==> config.mk <==
export PLATFORM = sky130hd
export DESIGN_NAME = nibble_serial_subtractor_16
export DESIGN_NICKNAME = d
export VERILOG_FILES = /design/src/rtl/nibble_serial_subtractor_16.sv
export SDC_FILE = /design/constraint.sdc
export NUM_CORES = 1
export LEC_CHECK = 0
export CAP_MARGIN = 20
export CORE_ASPECT_RATIO = 1.75
export CORE_MARGIN = 4
export CORE_UTILIZATION = 51
export DETAILED_ROUTE_END_ITERATION = 16
export PLACE_DENSITY = 0.77
export SLEW_MARGIN = 20
export SYNTH_ARGS = -nofsm -noshare
export SYNTH_HDL_FRONTEND = slang
export SYNTH_SLANG_ARGS = --single-unit
==> constraint.sdc <==
create_clock -name Clk -period 3.99 [get_ports Clk]
set_clock_uncertainty 0.15 [all_clocks]
set_input_delay 0.5985 -clock Clk [delete_from_list [all_inputs] [get_ports Clk]]
set_output_delay 0.5985 -clock Clk [all_outputs]
set_load 0.01 [all_outputs]
==> src/rtl/nibble_serial_subtractor_16.sv <==
// 16-bit two's-complement subtractor, D = A - B, one nibble per clock through a
// single 4-bit carry-lookahead slice; the inter-nibble carry lives in a register.
module nibble_serial_subtractor_16 (
  input  logic        Clk,
  input  logic        Reset_n,
  input  logic        Start,
  input  logic [15:0] A,
  input  logic [15:0] B,
  output logic [15:0] D,
  output logic        Borrow,
  output logic        V,
  output logic        Zero,
  output logic        Busy,
  output logic        Done,
  output logic [1:0]  state_dbg
);

  // Handshake: Start is taken on a rising edge only while Busy=0; A and B are
  // sampled on that edge alone. Done pulses for one cycle, and D/Borrow/V/Zero
  // are valid from that cycle until the next Done.

  typedef enum logic [1:0] {
    IDLE = 2'd0,
    RUN  = 2'd1,
    DONE = 2'd2
  } state_t;

  state_t      state;
  state_t      state_next;
  logic [15:0] ra;
  logic [15:0] rb;
  logic [15:0] work;
  logic [1:0]  i;
  logic        c;

  logic [3:0]  nib_a;
  logic [3:0]  nib_b;
  logic [3:0]  p;
  logic [3:0]  g;
  logic [3:0]  cin;
  logic [3:0]  sum;
  logic        pg;
  logic        gg;
  logic        c_next;
  logic [15:0] work_next;
  logic [3:0]  nib_base;

  assign state_dbg = state;
  assign Busy      = (state != IDLE);
  assign Done      = (state == DONE);
  assign nib_base  = {i, 2'b00};

  // Lookahead slice: rb already holds ~B, and the carry register starts at 1.
  always_comb begin
    nib_a  = ra[nib_base +: 4];
    nib_b  = rb[nib_base +: 4];
    p      = nib_a ^ nib_b;
    g      = nib_a & nib_b;
    cin[0] = c;
    cin[1] = g[0] | (p[0] & c);
    cin[2] = g[1] | (p[1] & g[0]) | (p[1] & p[0] & c);
    cin[3] = g[2] | (p[2] & g[1]) | (p[2] & p[1] & g[0]) | (p[2] & p[1] & p[0] & c);
    sum    = p ^ cin;
    pg     = &p;
    gg     = g[3] | (g[2] & p[3]) | (g[1] & p[3] & p[2]) | (g[0] & p[3] & p[2] & p[1]);
    c_next = gg | (pg & c);
    work_next = work;
    work_next[nib_base +: 4] = sum;
  end

  always_comb begin
    state_next = state;
    case (state)
      IDLE:    if (Start) state_next = RUN;
      RUN:     if (i == 2'd3) state_next = DONE;
      DONE:    state_next = IDLE;
      default: state_next = IDLE;
    endcase
  end

  always_ff @(posedge Clk) begin
    if (!Reset_n) begin
      state  <= IDLE;
      ra     <= 16'h0000;
      rb     <= 16'h0000;
      work   <= 16'h0000;
      i      <= 2'd0;
      c      <= 1'b0;
      D      <= 16'h0000;
      Borrow <= 1'b0;
      V      <= 1'b0;
      Zero   <= 1'b0;
    end else begin
      state <= state_next;
      case (state)
        IDLE: begin
          if (Start) begin
            ra   <= A;
            rb   <= ~B;
            work <= 16'h0000;
            c    <= 1'b1;
            i    <= 2'd0;
          end
        end
        RUN: begin
          work <= work_next;
          c    <= c_next;
          i    <= i + 2'd1;
          if (i == 2'd3) begin
            D      <= work_next;
            Borrow <= ~c_next;
            // ~rb[15] is the latched B[15].
            V      <= (ra[15] ^ ~rb[15]) & (work_next[15] ^ ra[15]);
            Zero   <= ~|work_next;
          end
        end
        default: ;
      endcase
    end
  end

endmodule

; ---- After elaboration in Yosys (flattened, before gate mapping)
; Index checks and enable logic that the tools add are counted.
[word_totals]
output_inout_bits = 23
input_bits = 35
wordCells = 76
ff_bits = 72
[op_classes]
shift = 4
n_reduce_logical = 10
n_addsub = 2
n_eq_ne = 5
mux = 10
bitwise_logic = 35
[ops]
columns = op, n
row1 = $pmux 16 s2, 1
row2 = $shiftx 16x5->4, 2
row3 = $and 1x1->1, 17
row4 = $bwmux 16, 1
row5 = $mux 16, 1
row6 = $not 16->16, 1
row7 = $reduce_or 16->1, 1
row8 = $shift 4x6->16 const A, 1
row9 = $shiftx 4x6->16, 1
row10 = $or 1x1->1, 10
row11 = $pmux 2 s2, 2
row12 = $reduce_and 2->1, 4
row13 = $xor 4x4->4, 2
row14 = $mux 2, 3
row15 = $neg 4->6, 1
row16 = $and 4x4->4, 1
row17 = $eq 2x2->1 const B, 2
row18 = $ne 2x2->1 const B, 2
row19 = $reduce_and 4->1, 1
row20 = $reduce_bool 2->1, 2
row21 = $add 2x1->2 const B, 1
row22 = $eq 2x1->1 const B, 1
row23 = $logic_not 2->1, 1
row24 = $not 1->1, 2
row25 = other kinds (4), 5

; ---- Depth between registers and ports, before layout
; Gate-level depths: netlist of run 1.
[logic_depth]
word_depth = 11
mapped_depth = 10

; ---- Worst setup path before layout of run 1
; Ideal clock, no wire load.
[synth_path]
path_type = flip-flop to flip-flop
start = register i[0]
end = register work[3]
required_ps = 3765
stages_incl_launch_ff = 10
path_slack_ps = 983
t_arrival_ps = 2783
path_buffers = 2
path_cell_list = dfxtp_1 buf_2 buf_2 mux4_2 ha_1 a21o_1 and4_4 a2111oi_4 nand3_2 o22ai_1
[synth_via]
elab_chain_len = 10
word_cells_on_any_way = 25
classes_between = 1 x add/sub / 4 x shift / 2 x mux / 18 x bitwise
[synth_lines]
columns = item, line
row1 = from (decl), 33  ; logic [1:0] i;
row2 = from (signal assigned), 108  ; i <= i + 2'd1;
row3 = "$shiftx 16x5->4, on equally long branches", "55, 56"
row4 = $xor 4x4->4 / $and 4x4->4 (equally long branches), "57, 58"
row5 = $and 1x1->1, 62  ; cin[3] = g[2] | (p[2] & g[1]) | (p[2] & p[1] & g[0]) | (p[2] & p[1] & p[0] & c);
row6 = $or 1x1->1 / $and 1x1->1 (equally long branches) (2 in series), 62
row7 = $or 1x1->1, 62
row8 = $xor 4x4->4, 63  ; sum = p ^ cin;
row9 = $shiftx 4x6->16, 68  ; work_next[nib_base +: 4] = sum;
row10 = $bwmux 16 (*), 68
row11 = $pmux 16 s2 (*), 95  ; case (state)
row12 = to (signal assigned), 106  ; work <= work_next;
row13 = to (decl), 32  ; logic [15:0] work;
; Mark *: on every way between the ends. The rest lies on a longest branch, timed or not.
; A chain may end at the register's enable or synchronous reset.

; ---- Worst setup path in the final report of run 1
[layout_path]
start = register i[0]
end = register work[7]
; Same word-level chain as after synthesis.

==> results.md, run 1 <==
* Max VDD drop at 0.323 mV
* Worst Path Buf+Inv at 0
* Post-synth EDFFs at 0
* 1st-pass router iterations at 5
* Die footprint at 8260 µm²
* Fmax at between 0.3 and 0.4 GHz
* Largest stage delay, worst path at roughly 640 ps
* Worst Path Arrival at 3290 ps
* Hold path start: ra[13]
* Hold_buf cts at 0
* Post-Route WL at 8.56 mm
* R2r startpoint: i[0]
* Rel. slew slack at 0.362
* WS Path Type: register to register
* Area share of the largest cell type after synthesis at 0.414
* CTS Buf Count at 9
* Area leader, netlist: dfxtp_1
* Post-CTS Setup Bufs at 0
* Vias in the first global route at 2938
* Outcome: finished clean
* Largest net degree at the start of global routing at 52
* TritonCTS clock tree: built
* Worst R2R Setup Slack at 810 ps
* CTS Buffer Depth at 2
* R2R cell count at 7
* Warnings from Yosys at 0
* Register area share after synthesis at 0.414
* Share of layout cells above drive strength 1 at 0.0866
* Syn nets at 435
* Pre-CTS setup slack at roughly 820 ps
* Via/cell ratio at about 5.8
* Syn Area/Cell at between 8 and 9 µm²
* Resize count post-CTS at 0
* R2R Path End: work[7]
* Initial antenna violation count at 0
* Htree depth at 3
* Finished Core Util at 0.665
* Worst-Margin Slew at 955 ps
* Slew Limit Fails at 0
* Dominant synthesized flop cell: dfxtp_1
* Crit path from: i[0]
* Path length in cells of the critical path at 7
* Antenna Diode Count at 0
* Mapped Area at 3480 µm²
* Final number of setup-violating endpoints at 0
* Critical path's slowest cell: dfxtp_1
* Cell area power density at 422 nW/µm²
* DR vias at 3047
* First-pass GRT wire length at 13.9 mm
* Worst setup margin at 811 ps
* CTS sink cnt at 72
* Root buf cell: clkbuf_16
* Post-synthesis cell type count at 48
* CP startpoint kind: register
* Number of max-cap violations at 0
* Area delta synth->final at 25.8%
* Routability cong. at a little over 0.9
* Crit path time final at about 3200 ps
* Fin Setup TNS at 0 ps
* I/O pins at 58
* Overall power at 1.85 mW
* First-iteration detailed-routing DRC count at 202
* Gr usage total at 0.217
* Worst skew pair latency at between 300 and 400 ps
* CP delay by family, top: compound AO/OA/AOI/OAI gates
* Crit path to: work[7]
* Crit. End Element: register
* Unrepaired setup endpoints after global routing: no
* Core ar. at 6590 µm²
* Die W at roughly 70 µm
* Dominant cell by count in the synthesized netlist: dfxtp_1
* DRC viols at 0
* Hold crit path type: register to register
* Yosys reg bits at 72
* Detail Placement HPWL at 6.13 mm
* IO buf count at 57
* Final period util at 0.797
* Cell Rows at 39
* Starting Density at 0.528
* Die H at roughly 120 µm
* Total global routing overflow at 0
* Final Hold Vio Count at 0
* Most common library cells after synthesis: dfxtp_1, nand2_1, nor2_1
* CTS clock-pin slew for the worst setup and hold paths at 60 ps
* Post-route ant nets at 0
* CP Max Fanout at 9
* Layout Nets at 480
* Top cells by area, synth: dfxtp_1, nand2_1, a21boi_0, o211a_1, mux4_2
* WL per Instance at between 15 and 20 µm
* Fraction of registers with async set or reset after synthesis at 0
* Static Leakage at 1.81 nW
* Critical-path cell list: mux4_2, ha_1, a21o_1, and4_4, a2111oi_4, nand3_2, o22ai_1
* Req. time, crit path at just over 4000 ps
* Cells after synthesis at about 390
## registers in the layout, summed over array words and instances (netlist names)
name	count
Borrow	1
D	16
V	1
Zero	1
c	1
i	2
ra	16
rb	16
state_dbg	2
work	16
## tightest hold or removal path, delay by kind of cell (launching register included)
family          cells  cell delay [ps]
compound gates      1               60
flops               1              300
simple gates        1               50
## routing by layer
metal / track usage / share of wire / up-vias / routed length (µm)
li1: - / - / 1476 / -
met5: 0 / 0 / - / 0
met3: 0.0444 / 0.044 / 28 / 379
met1: 0.212 / 0.37 / 1437 / 3170
met2: 0.404 / 0.54 / 106 / 4620
met4: 0.146 / 0.045 / 0 / 382
## power by group
group	leakage, nW	internal (mW)	switching (mW)
logic	1.08	0.120	0.146
clock network	0.150	0.516	0.290
registers	0.587	0.749	0.0264
total	1.81	1.39	0.462
## kinds of logic (layout without fill, tap and decap cells)
kind of cell,Yosys count,count (layout),share of synthesized area
simple gates,150,150,0.201
flops,72,72,0.414
mux,11,11,0.0607
buf+inv,37,87,0.0417
xor+xnor,3,3,0.00755
compound gates,105,105,0.234
fa+ha+maj,11,11,0.0417
## layout make-up
cell class,count,area [µm²]
Fill cell,556,2210
Multi-Input combinational cell,280,1900
Sequential cell,72,1440
Timing Repair Buffer,62,603
Clock buffer,13,260
Tap cell,82,103
Clock inverter,3,40.0
Inverter,9,33.8
## worst min path at each step
stage              to  slack, ps  cells after the start
2_1_floorplan   ra[8]        290                      2
3_3_place_gp    ra[6]        300                      2
3_5_place_dp   ra[13]        310                      2
4_1_cts        ra[13]        310                      2
5_1_grt        ra[13]        340                      2
6_report       ra[13]        310                      2
## per-stage QoR
stage | hold slack (ps) | instance area [µm²] | instances
after detailed placement | 306 | 4080 | 505
after global routing | 338 | 4380 | 521
after floorplan | 290 | 3480 | 389
final | 310 | 4380 | 521
after CTS | 313 | 4380 | 521
after global placement | 299 | 4080 | 505
## cells in the final DEF, fill, tap and decap left out, drive strengths merged, types with 3 or more instances in the layout
master         Yosys  layout
nor2              28      28
nand2b             3       3
nor3               6       6
a21o               3       3
ha                10      10
and3               3       3
o2bb2ai            3       3
a21boi            27      27
o21ai             18      18
nand2             65      65
nor2b              8       8
a21oi              8       8
xnor2              3       3
and2               6       6
clkbuf            22      13
o22ai              5       5
nand3             18      18
a221oi             7       7
inv                9       9
o211a             19      19
buf                6       6
clkdlybuf4s50      0      56
mux4               8       8
nor3b              8       8
dfxtp             72      72
Power figures use the tool's default switching activity.
==> run 2, diff against run 1 <==
--- a/config.mk
+++ b/config.mk
@@ -8,9 +8,9 @@
 export CAP_MARGIN = 20
 export CORE_ASPECT_RATIO = 1.75
 export CORE_MARGIN = 4
-export CORE_UTILIZATION = 51
+export CORE_UTILIZATION = 48
 export DETAILED_ROUTE_END_ITERATION = 16
-export PLACE_DENSITY = 0.77
+export PLACE_DENSITY = 0.76
 export SLEW_MARGIN = 20
 export SYNTH_ARGS = -nofsm -noshare
 export SYNTH_HDL_FRONTEND = slang
==> constraint.sdc (replaced) <==
create_clock -name Clk -period 2.8 [get_ports Clk]
set_clock_uncertainty 0.15 [all_clocks]
set_input_delay 0.42 -clock Clk [delete_from_list [all_inputs] [get_ports Clk]]
set_output_delay 0.42 -clock Clk [all_outputs]
set_load 0.01 [all_outputs]
==> run 2 against run 1 <==
- maximum frequency grew 19%
- non-clock buffer count grew 10
- largest power group unchanged
- combinational power grew 64%
- die area grew 5.7%
- critical path type unchanged
- clock power grew 38%
==> results.md, run 2 (synthesized netlist as in run 1, its figures left out) <==
* CTS Buf Count at 9
* Worst-Margin Slew at 846 ps
* Commonest non-fill, non-tap cell in the layout: dfxtp_1
* TritonCTS clock tree: built
* Fin Setup TNS at 0 ps
* Starting Density at 0.500
* Die footprint at 8730 µm²
* Final period util at 0.950
* Net Switching at 0.672 mW
* R2R cell count at 9
* Via/cell ratio at 5.82
* Slew Limit Fails at 0
* Critical-path cell list: buf_12, mux4_2, ha_1, a21o_1, and4_4, a2111oi_4, buf_6, nand3_2, o22ai_1
* Vias in the first global route at 3107
* I/O pins at 58
* Die H at 121 µm
* Hold Path End: ra[10]
* Hold path start: ra[10]
* Overall power at 2.65 mW
* Final instance area at 4500 µm²
* R2r startpoint: i[0]
* Crit. End Element: register
* Critical path's slowest cell: mux4_2
* Largest stage delay, worst path at between 500 and 600 ps
* Sequential Power Share at 0.415
* Layout Nets at 490
* Initial antenna violation count at 0
* R2R Path End: work[7]
* First-pass GRT wire length at roughly 15 mm
* Most frequent cells in the layout: dfxtp_1, nand2_1, clkdlybuf4s50_1, nor2_1, a21boi_0
* Number of max-cap violations at 0
* Hold_buf cts at 0
* DP Area at approximately 4200 µm²
* CP startpoint kind: register
* Cell area power density at 588 nW/µm²
* Hold Path Depth at 2
* CP delay by family, top: compound AO/OA/AOI/OAI gates
* First-iteration detailed-routing DRC count at 184
* Rel. slew slack at 0.436
* Hold crit path type: register to register
* CTS Buffer Depth at 2
* P_int at 1.98 mW
* Die W at 72.4 µm
* Worst skew pair latency at 330 ps
* DRC viols at 0
* Req. time, crit path at 2910 ps
* Static Leakage at 1.88 nW
* Total global routing overflow at 0
* Max VDD drop at 0.440 mV
* Final Hold Vio Count at 0
* Cell Rows at 40
* IO buf count at between 50 and 60
* Area delta synth->final at 29.3%
* Worst R2R Setup Slack at approximately 140 ps
* CP Max Fanout at 10
* WL per Instance at 17.3 µm
* Final number of setup-violating endpoints at 0
* Detail Placement HPWL at roughly 6.7 mm
* Logic pwr share at 0.165
* Worst Path Buf+Inv at 2
* Post-route ant nets at 0
* Outcome: finished clean
* Share of layout cells above drive strength 1 at 0.116
* Post-Route WL at 9.19 mm
* Largest net degree at the start of global routing at 48
* Fmax at 0.376 GHz
* DR vias at 3096
* Routability cong. at 0.974
* Sw Ratio at 0.254
* Htree depth at 3
* Unrepaired setup endpoints after global routing: no
* 1st-pass router iterations at 7
* Path length in cells of the critical path at 9
* WS Path Type: register to register
* Root buf cell: clkbuf_16
* Core ar. at 6960 µm²
* Crit path time final at 2660 ps
* Gr usage total at 0.221
* Worst Path Arrival at 2770 ps
* Worst setup margin at around 140 ps
* Clock power frac at 0.421
* Antenna Diode Count at 0
* CTS clock-pin slew for the worst setup and hold paths at 60 ps
* Pre-CTS setup slack at -75.9 ps
* CTS sink cnt at 72
run 2: through the flow:
step	hold slack [ps]	utilization	std cells
6_report	315	0.647	532
3_5_place_dp	309	0.600	516
2_1_floorplan	290	-	389
3_3_place_gp	300	0.600	516
4_1_cts	320	0.643	531
5_1_grt	343	0.647	532
run 2: repair_timing:
| action | CTS | global route |
|---|---|---|
| buffers inserted | 0 | 1 |
| resized for setup | 1 | 5 |
| hold endpoints to repair | 0 | 0 |
| setup endpoints to repair | 8 | 17 |
| pin swaps | 0 | 2 |
run 2: how the worst max path moves through the flow:
stage / startpoint / to / slack, ps
2_1_floorplan: i[0] / work[3] / 30
3_3_place_gp: i[0] / work[2] / 80
3_5_place_dp: i[0] / work[6] / -80
4_1_cts: i[0] / D[11] / 5
5_1_grt: i[0] / D[11] / 20
6_report: i[0] / work[7] / 140
run 2: final cells by class:
type                    instances  area [µm²]
clock buffers                  11         243
multi-input cells             280        1930
clock inverters                 4        45.0
inverters                       9        33.8
well taps                      84         105
flip-flops and latches         72        1440
repair buffers                 72         707
fillers                       596        2450
run 2: routing by layer:
metal,routed length [µm],track usage
met1,3350,0.222
met3,488,0.0507
met2,4980,0.394
met5,0,0
met4,366,0.145
run 2: worst register-to-register path, stage by stage (launching register included):
cell and delay, ps:
dfxtp_2 340, buf_12 140, mux4_2 510, ha_1 320, a21o_1 220, and4_4 210
a2111oi_4 210, buf_6 190, nand3_2 110, o22ai_1 190
run 2: power by group through the flow:
stage,Clock (mW),Sequential (mW),Combinational [mW]
finish,1.11,1.10,0.436
CTS,1.12,1.10,0.421
global placement,0,1.12,0.405
detailed placement,0,1.12,0.414
global route,1.17,1.10,0.474
floorplan,0,1.11,0.264
==> run 3, diff against run 2 <==
--- a/config.mk
+++ b/config.mk
@@ -10,7 +10,9 @@
 export CORE_MARGIN = 4
 export CORE_UTILIZATION = 48
 export DETAILED_ROUTE_END_ITERATION = 16
+export HOLD_SLACK_MARGIN = 0.05
 export PLACE_DENSITY = 0.76
+export SKIP_LAST_GASP = 1
 export SLEW_MARGIN = 20
 export SYNTH_ARGS = -nofsm -noshare
 export SYNTH_HDL_FRONTEND = slang
==> results of run 3 <==
Final layout, timing and power as in run 2 (identical DEF).
